==> src/rtl/rst_seq_ctrl.sv <==
// Soft-reset sequencer: asserts three domain resets in order 2->1->0, holds, then
// releases them 0->1->2 with programmable spacing. Reset itself starts a release run.
module rst_seq_ctrl (
  input  logic       clk_i,
  input  logic       rst_i,
  input  logic       req_i,
  input  logic [7:0] hold_cyc_i,
  input  logic [3:0] gap_cyc_i,
  output logic       nrst0_o,
  output logic       nrst1_o,
  output logic       nrst2_o,
  output logic       busy_o,
  output logic       done_o
);

  typedef enum logic [1:0] {IDLE, ASRT, HOLD, REL} state_t;

  state_t      state_q, state_d;
  logic [7:0]  cnt_q, cnt_d;
  logic [1:0]  stage_q, stage_d;
  logic [7:0]  hold_s_q, hold_s_d;
  logic [3:0]  gap_s_q, gap_s_d;
  logic [2:0]  nrst_q, nrst_d;
  logic        done_q, done_d;
  logic        busy_q, busy_d;
  logic        gap_hit;

  // Shadowed timing keeps a running sequence immune to input changes.
  assign gap_hit = (cnt_q == {4'b0000, gap_s_q});

  always_comb begin
    state_d  = state_q;
    cnt_d    = cnt_q;
    stage_d  = stage_q;
    hold_s_d = hold_s_q;
    gap_s_d  = gap_s_q;
    nrst_d   = nrst_q;
    done_d   = 1'b0;
    case (state_q)
      IDLE: begin
        if (req_i) begin
          nrst_d[2] = 1'b0;
          stage_d   = 2'd1;
          cnt_d     = 8'd0;
          hold_s_d  = hold_cyc_i;
          gap_s_d   = gap_cyc_i;
          state_d   = ASRT;
        end
      end
      ASRT: begin
        if (gap_hit) begin
          nrst_d[stage_q] = 1'b0;
          cnt_d           = 8'd0;
          if (stage_q == 2'd0) state_d = HOLD;
          else                 stage_d = stage_q - 2'd1;
        end else begin
          cnt_d = cnt_q + 8'd1;
        end
      end
      HOLD: begin
        if (cnt_q == hold_s_q) begin
          nrst_d[0] = 1'b1;
          cnt_d     = 8'd0;
          stage_d   = 2'd1;
          state_d   = REL;
        end else begin
          cnt_d = cnt_q + 8'd1;
        end
      end
      REL: begin
        if (gap_hit) begin
          nrst_d[stage_q] = 1'b1;
          cnt_d           = 8'd0;
          if (stage_q == 2'd2) begin
            state_d = IDLE;
            done_d  = 1'b1;
          end else begin
            stage_d = stage_q + 2'd1;
          end
        end else begin
          cnt_d = cnt_q + 8'd1;
        end
      end
      default: state_d = IDLE;
    endcase
    busy_d = (state_d != IDLE);
  end

  always_ff @(posedge clk_i) begin
    if (rst_i) begin
      state_q  <= HOLD;
      cnt_q    <= 8'd0;
      stage_q  <= 2'd0;
      hold_s_q <= hold_cyc_i;
      gap_s_q  <= gap_cyc_i;
      nrst_q   <= 3'b000;
      done_q   <= 1'b0;
      busy_q   <= 1'b1;
    end else begin
      state_q  <= state_d;
      cnt_q    <= cnt_d;
      stage_q  <= stage_d;
      hold_s_q <= hold_s_d;
      gap_s_q  <= gap_s_d;
      nrst_q   <= nrst_d;
      done_q   <= done_d;
      busy_q   <= busy_d;
    end
  end

  assign nrst0_o = nrst_q[0];
  assign nrst1_o = nrst_q[1];
  assign nrst2_o = nrst_q[2];
  assign busy_o  = busy_q;
  assign done_o  = done_q;

endmodule

==> config.mk <==
export PLATFORM = sky130hd
export DESIGN_NAME = rst_seq_ctrl
export DESIGN_NICKNAME = d
export VERILOG_FILES = /design/src/rtl/rst_seq_ctrl.sv
export SDC_FILE = /design/constraint.sdc
export NUM_CORES = 1
export LEC_CHECK = 0
export ABC_AREA = 1
export CAP_MARGIN = 20
export CORE_MARGIN = 2
export CORE_UTILIZATION = 41
export DETAILED_ROUTE_END_ITERATION = 6
export HOLD_SLACK_MARGIN = 0.05
export PLACE_DENSITY_LB_ADDON = 0.12
export SETUP_SLACK_MARGIN = 0.05
export SLEW_MARGIN = 20
export SYNTH_ARGS = -nofsm -noshare
export SYNTH_HDL_FRONTEND = slang
export SYNTH_SLANG_ARGS = --single-unit
==> constraint.sdc <==
create_clock -name clk_i -period 2.05 [get_ports clk_i]
set_input_delay 0.41 -clock clk_i [delete_from_list [all_inputs] [get_ports clk_i]]
set_output_delay 0.41 -clock clk_i [all_outputs]
set_load 0.02 [all_outputs]
## Yosys cells after proc, flatten, opt, wreduce, memory -nomap -nowiden

Cells that the tools add are included.

| cells by class | value |
|---|---|
| add/sub/neg operators | 3 |
| muxes and demuxes | 34 |
| $lt $le $gt $ge | 2 |
| bitwise logic cells | 5 |
| equality and inequality tests | 12 |
| reduce and logical (&&, ||, !) cells | 16 |

Operators with widths:

| kind | number |
|---|---|
| $mux 8 | 6 |
| $mux 2 | 12 |
| $pmux 8 s3 | 1 |
| $pmux 2 s4 | 2 |
| $mux 4 | 3 |
| $ne 2x2->1 const B | 6 |
| $add 8x1->8 const B | 1 |
| $eq 8x4->1 | 1 |
| $eq 8x8->1 | 1 |
| $reduce_and 4->1 | 2 |
| $reduce_bool 2->1 | 4 |
| $eq 2x2->1 const B | 3 |
| $mux 3 | 2 |
| $pmux 1 s3 | 2 |
| $reduce_and 6->1 | 1 |
| $reduce_bool 3->1 | 2 |
| $logic_not 2->1 | 2 |
| $mux 1 | 4 |
| $and 3x3->3 | 1 |
| $lt 2x3->1 const B | 1 |
| $not 3->3 | 1 |
| $or 3x3->3 | 1 |
| $reduce_and 3->1 | 1 |
| $reduce_or 3->1 | 1 |
| other kinds (10) | 11 |

| storage, ports and cells | value |
|---|---|
| word-level logic and storage cells | 82 |
| bits in registers | 29 |
| input port bits | 15 |

## Depth between registers and ports, before layout

Gate-level depths: netlist of run 1.

| depth | value |
|---|---|
| word-level depth | 8 |
| depth in mapped cells | 12 |
| depth with buffers taken out | 12 |

## Worst setup path after synthesis of run 1

No wires, ideal clock.

| timing | value |
|---|---|
| path type | register to register |
| start point | register state_q[0] |
| end point | register gap_s_q[0], enable pin |
| library setup time | 0.398 ns |
| data required time | 1.652 ns |
| data arrival time | 1.611 ns |
| path slack | 0.041 ns |
| period minus slack after synthesis | 2.009 ns |
| path buffers | 1 |
| cell stages (with the launch flop) | 4 |
| path through | dfxtp_1 -> buf_4 -> or2_4 -> o21ai_0 |

| on the way | value |
|---|---|
| word-level cells in the longest chain between the ends | 3 |

RTL lines:

| what | line | source |
|---|---|---|
| start, declared | 18 | `state_t state_q, state_d;` |
| start signal, assigned | 100 | `state_q <= state_d;` |
| $logic_not 2->1 | 39 | `case (state_q)` |
| $reduce_bool 2->1 (no source line) | n/a |  |
| $reduce_and 2->1 (no source line) | n/a |  |
| end signal, assigned | 95 | `gap_s_q <= gap_cyc_i;` |
| end signal, assigned | 104 | `gap_s_q <= gap_s_d;` |
| end, declared | 22 | `logic [3:0] gap_s_q, gap_s_d;` |

Every way passes these cells.
A chain may end at the register's enable or synchronous reset.

## Final worst setup path of run 1

| timing | value |
|---|---|
| start point | register nrst_q[0] |
| end point | output port nrst0_o |

RTL lines:

| what | line | source |
|---|---|---|
| start, declared | 23 | `logic [2:0] nrst_q, nrst_d;` |
| start signal, assigned | 105 | `nrst_q <= nrst_d;` |
| end, declared | 9 | `output logic nrst0_o,` |

No word-level cell between the ends.

==> results.py, run 1 <==
metrics = {
    "status": {
        "outcome": "finished, final reports clean",
    },
    "final_layout": {
        "fin_nets": 273,
        "layout_commonest_cell": "nand2_1",
        "fin_area_sq_mm": 0.00202,
        "layoutNonFillerInstCount": 308,
        "nFillCells": 411,
        "syn_to_final_growth_pct": 18.9,
        "drive_gt1_share_pct": 15.1,
        "n_antenna_cell": 0,
        "mostFrequentLayoutCells": "nand2_1 (83), inv_1 (36), clkdlybuf4s50_1 (19), dfxtp_1 (17), nor2_1 (13)",
    },
    "logic_synthesis": {
        "synth_ff_type": "dfxtp_1",
        "async_flop_share_pct": 0,
        "synth-seq-cells": 29,
        "ys_types": 31,
        "syn-cell-area_sq_mm": 0.00170,
        "ys_seq_area_share_pct": 41.2,
        "synth_cells": 232,
        "synth_edf_count": 12,
        "syn-num-nets": 248,
        "synth_warnings": 0,
        "postSynthAreaPerCell_sq_um": 7.33,
    },
    "clock_network": {
        "clock_latency_ns": 0.27,
        "post_cts_buffers": 0,
        "cts_tree": "done",
        "cts_buffer_depth": 2,
        "cts_hold_buf": 0,
        "clock_sinks": 29,
        "clock-root-buffer": "clkbuf_8",
        "cts_resized": 0,
        "clkTransAtPathRegs_ns": 0.06,
        "htreeDepth": 2,
        "cts_made_buffers": 5,
    },
    "global_route": {
        "antenna_found_initial": 0,
        "overflow": 0,
        "grt_pass1_vias": 1245,
        "grtUsageTotal_pct": 16.8,
        "grt_max_degree": 13,
        "grt_pass1_wl_um": 5650,
    },
    "route": {
        "final_antenna_net_count": 0,
        "drt-pass1-iter-count": 4,
        "dr_total_vias": 1398,
        "drt_wl_total_um": 3230,
        "drtIter0Drc": 59,
        "drc": 0,
        "wl_per_cell_um": 10.5,
        "viasPerCell": 4.54,
    },
    "timing": {
        "holdWs_ns": 0.465,
        "worstMarginPinSlew_ns": 0.417,
        "rsz0062_at_grt": "false",
        "fin_crit_ns": 1.69,
        "tns_ns": 0,
        "finalCritPeriodShare_pct": 82.4,
        "fmax_ghz": 0.592,
        "setup_viol": 0,
        "slew_violations": 0,
        "skew_ns": 0.00208,
        "max_slew_margin_pct": 72.2,
        "finalHoldViolCount": 0,
    },
    "pwr": {
        "p_int_mw": 0.995,
        "comb_power_share_pct": 20.5,
        "p_leak_nw": 0.978,
        "seqPwrFrac_pct": 48.6,
        "power_frac_clock_pct": 30.9,
        "p_sw_mw": 0.426,
        "vdd_drop_max_v": 0.000489,
        "netSwitchingFraction_pct": 30.0,
        "finalPower_mw": 1.42,
        "p_per_area_mw_per_mm2": 703,
    },
    "setup_path": {
        "worst-setup-path-type": "reg2out",
        "worstPathCellList": "clkdlybuf4s50_1",
        "critPathLaunchType": "flop",
        "path_buf_inv": 1,
        "slowest_stage": "clkdlybuf4s50_1",
        "crit_required_ns": 1.64,
        "cp-end-kind": "primary output",
        "cp-startpoint": "nrst_q[0]$_SDFFE_PP0P_",
        "arrival_ns": 1.28,
        "r2r_start": "cnt_q[3]$_SDFFE_PP0P_",
        "crit_family": "buffers and inverters",
        "critical-path-max-stage-delay_ns": 0.63,
        "crit_fanout": 4,
    },
    "flow_run": {
        "max_cap_viol_count": 0,
    },
    "floorplan": {
        "die_w_um": 68.4,
        "core_sq_mm": 0.00400,
        "rows": 23,
        "die_height_um": 68.4,
        "io_pins": 20,
        "start_util_pct": 42.5,
        "dieArea_sq_mm": 0.00468,
    },
    "place": {
        "dpl_cell_area_sq_mm": 0.00194,
        "hpwl_um": 2460,
        "numPlacedInstances": 300,
        "port_buffers": 19,
        "gp_congestion": 0.848,
    },
    "worst_hold_path": {
        "worstHoldStart": "nrst_q[2]$_SDFFE_PP0P_",
        "hp-class": "reg2reg",
    },
}
## worst paths after layout
kind,endpoint,slack (ns),cells after the start
hold / removal,nrst_q[2]$_SDFFE_PP0P_,0.46,2
hold reg to reg,nrst_q[2]$_SDFFE_PP0P_,0.46,2
setup / recovery,nrst0_o,0.36,1
setup reg to reg,cnt_q[3]$_SDFFE_PP0P_,0.54,10
## Yosys cell counts (2+ instances only)
library cell / count / area, sq um
o21ai_1: 2 / 10.0
nor3_2: 2 / 20.0
edfxtp_1: 12 / 360
nand3_1: 7 / 35.0
nor2_1: 13 / 48.8
inv_2: 10 / 37.5
nor2_2: 5 / 31.3
nand2_4: 3 / 33.8
xnor2_1: 3 / 26.3
inv_1: 36 / 135
o21ai_0: 4 / 20.0
dfxtp_1: 17 / 340
nand2_2: 3 / 18.8
nor2_8: 2 / 40.0
nand2_1: 83 / 312
nand4_1: 7 / 43.8
buf_6: 2 / 22.5
a21oi_1: 8 / 40.0
## final cells by class
cell class              count  area [sq um]  area share (%)
clock buffers               7          76.3            3.77
well taps                  50          62.6            3.09
flip-flops and latches     29           701            34.7
multi-input cells         152           790            39.0
inverters                  47           176            8.73
clock inverters             1          3.75           0.186
repair buffers             22           213            10.5
## through the flow
stage	util (%)	setup slack [ns]
CTS	50.5	0.350
floorplan	-	0.292
global placement	48.5	0.303
global route	50.5	0.313
finish	50.5	0.361
detailed placement	48.5	0.273
## state kept, by name, indices dropped and copies added, names as in the netlist, named ones only
name,count
cnt_q,8
gap_s_q,4
busy_o,1
stage_q,2
done_o,1
state_q,2
hold_s_q,8
nrst_q,2
## cell families after synthesis
group                      synth area share, %
AOI/OAI and AO/OA                         4.56
xor gates and xnor gates                  2.06
adders and majority gates                0.736
buffers and inverters                     12.4
DFF                                       41.2
and+or+nand+nor                           39.1
## power groups by stage
stage	logic, mW	clock network, mW	registers, mW
finish	0.291	0.439	0.690
floorplan	0.234	0	0.684
CTS	0.295	0.454	0.690
detailed placement	0.294	0	0.702
global route	0.335	0.484	0.697
global placement	0.292	0	0.701
## layer usage
layer	GRT usage, %	share of wire (%)	wire length (um)	vias to the layer above
met4	6.00	1.3	41	0
met2	27.4	46	1470	36
met5	0	0	0	-
met3	5.43	6.7	217	5
li1	-	-	-	762
met1	20.7	46	1500	595
Power figures use the tool's default switching activity.
==> inputs of run 2 (changes only) <==
Clock period 2.05 ns to 1.4 ns, I/O delays scaled along.
==> run 2 against run 1 <==
  * Clock skew is 0.0066 ns higher
  * Wire length is 7.3% higher
  * Total power is 52% higher
  * Global-route usage is 0.49 points higher
  * Count of clock-buffer cells in the layout stayed put
  * Largest cell class unchanged
  * Register-to-register slack worse by 0.52 ns
  * Via count is 7.9% higher
  * Critical path depth is 11 higher
  * Highest routed layer unchanged
  * Sequential share of layout area is 2.5 points lower
  * Largest power group unchanged
==> results.py, run 2 (synthesis gave the netlist of run 1 again) <==
metrics = {
    "status": {
        "outcome": "finished, final reports clean",
    },
    "final_layout": {
        "nFillCells": 383,
        "drive_gt1_share_pct": 26.6,
        "layoutNonFillerInstCount": 324,
        "layout_commonest_cell": "nand2_1",
        "n_antenna_cell": 0,
        "syn_to_final_growth_pct": 29.9,
        "fin_nets": 289,
        "top_regs": "cnt_q: 8 flops, hold_s_q: 8 flops, gap_s_q: 4 flops",
        "fin_area_sq_mm": 0.00221,
        "final_core_util_pct": 55.2,
        "mostFrequentLayoutCells": "nand2_1 (79), inv_1 (35), buf_4 (18), clkdlybuf4s50_1 (14), dfxtp_1 (13)",
    },
    "pwr": {
        "finalPower_mw": 2.17,
        "p_per_area_mw_per_mm2": 981,
        "vdd_drop_max_v": 0.000576,
        "p_leak_nw": 1.10,
    },
    "place": {
        "gp_congestion": 0.912,
        "dpl_cell_area_sq_mm": 0.00208,
        "hpwl_um": 2640,
        "numPlacedInstances": 315,
        "port_buffers": 19,
    },
    "timing": {
        "finalCritPeriodShare_pct": 98.4,
        "holdWs_ns": 0.459,
        "slew_violations": 0,
        "max_slew_margin_pct": 75.2,
        "skew_ns": 0.00869,
        "finalHoldViolCount": 0,
        "worstMarginPinSlew_ns": 0.371,
        "fin_crit_ns": 1.38,
        "rsz0062_at_grt": "true",
        "setup_viol": 0,
        "fmax_ghz": 0.726,
    },
    "route": {
        "drc": 0,
        "drt_wl_total_um": 3460,
        "viasPerCell": 4.65,
        "drt-pass1-iter-count": 4,
        "final_antenna_net_count": 0,
        "dr_total_vias": 1508,
        "wl_per_cell_um": 10.7,
        "drtIter0Drc": 51,
    },
    "global_route": {
        "grt_max_degree": 13,
        "grtUsageTotal_pct": 17.3,
        "overflow": 0,
        "grt_pass1_vias": 1311,
        "grt_pass1_wl_um": 5750,
        "antenna_found_initial": 0,
    },
    "setup_path": {
        "critical-path-max-stage-delay_ns": 0.40,
        "cp-end-kind": "flop",
        "worstPathCellList": "inv_1 > nand2_1 > nand2_1 > nand2_1 > nor2_2 > nand2_1 > nand2_2 > nand2_4 > nand2_1 > nand2_1 > nand2_1 > inv_1",
        "slowest_stage": "edfxtp_1",
        "crit_required_ns": 1.57,
        "worst-setup-path-type": "reg2reg",
        "crit_family": "simple AND/OR/NAND/NOR gates",
        "critPathLaunchType": "flop",
        "path_buf_inv": 2,
        "arrival_ns": 1.55,
        "crit_top_cell": "nand2_1",
        "crit_fanout": 8,
    },
    "floorplan": {
        "start_util_pct": 42.5,
        "dieArea_sq_mm": 0.00468,
        "die_height_um": 68.4,
        "io_pins": 20,
        "rows": 23,
        "core_sq_mm": 0.00400,
        "die_w_um": 68.4,
    },
    "clock_network": {
        "cts_made_buffers": 5,
        "htreeDepth": 2,
        "cts_tree": "done",
        "clkTransAtPathRegs_ns": 0.06,
        "cts_buffer_depth": 2,
        "clock-root-buffer": "clkbuf_8",
        "clock_latency_ns": 0.28,
        "clock_sinks": 29,
    },
    "flow_run": {
        "max_cap_viol_count": 0,
    },
    "worst_hold_path": {
        "hp-class": "reg2reg",
    },
}
[run 2: cell count changes in the layout (fill, tap and decap cells not counted), sizes merged]
| cell | previous run | this run |
|---|---|---|
| buf | 3 | 19 |
| clkdlybuf4s50 | 19 | 14 |
| dlygate4sd2 | 0 | 5 |
[run 2: layer usage]
metal	up-vias	global-route usage (%)	share of wire, %
li1	798	-	-
met1	673	22.5	50
met2	28	26.1	44
met3	9	5.59	3.4
met4	0	7.75	2.9
met5	-	0	0
[run 2: metrics by stage]
step                      setup slack, ns  setup TNS, ns
after floorplan                    0.0740              0
after global placement            -0.0728         -0.930
after detailed placement          -0.0852          -1.12
after CTS                          0.0257              0
after global routing              -0.0938         -0.778
final                              0.0231              0
[run 2: layout make-up]
| type | instances | area, sq um | area share [%] |
|---|---|---|---|
| multi-input combinational | 152 | 838 | 38.0 |
| sequential | 29 | 711 | 32.2 |
| timing repair buffer | 38 | 339 | 15.4 |
| inverter | 47 | 178 | 8.05 |
| clock buffer | 7 | 76.3 | 3.46 |
| tap | 50 | 62.6 | 2.83 |
| clock inverter | 1 | 3.75 | 0.170 |
[run 2: path summary, 6_finish.rpt]
check / startpoint / to / slack, ns / cells past startpoint
min reg2reg: nrst_q[2]$_SDFFE_PP0P_ / nrst_q[2]$_SDFFE_PP0P_ / 0.46 / 2
min: nrst_q[2]$_SDFFE_PP0P_ / nrst_q[2]$_SDFFE_PP0P_ / 0.46 / 2
max: hold_s_q[7]$_DFFE_PP_ / cnt_q[3]$_SDFFE_PP0P_ / 0.02 / 12
max reg2reg: hold_s_q[7]$_DFFE_PP_ / cnt_q[3]$_SDFFE_PP0P_ / 0.02 / 12
[run 2: timing repair]
action | in CTS | in global routing
hold buffers | 0 | 0
endpoints found under the setup margin | 19 | 15
pin swaps | 1 | 8
gates resized for setup | 16 | 8
setup buffers | 1 | 0
[run 2: power by group]
| part | switching [mW] | internal [mW] |
|---|---|---|
| sequential | 0.0505 | 0.946 |
| combinational | 0.305 | 0.222 |
| clock | 0.297 | 0.345 |
| total | 0.653 | 1.51 |
[run 2: worst min-delay path, stage by stage (launching register included)]
cell and delay (ns):
dfxtp_1 0.30, nand3_1 0.07, nand2_1 0.04
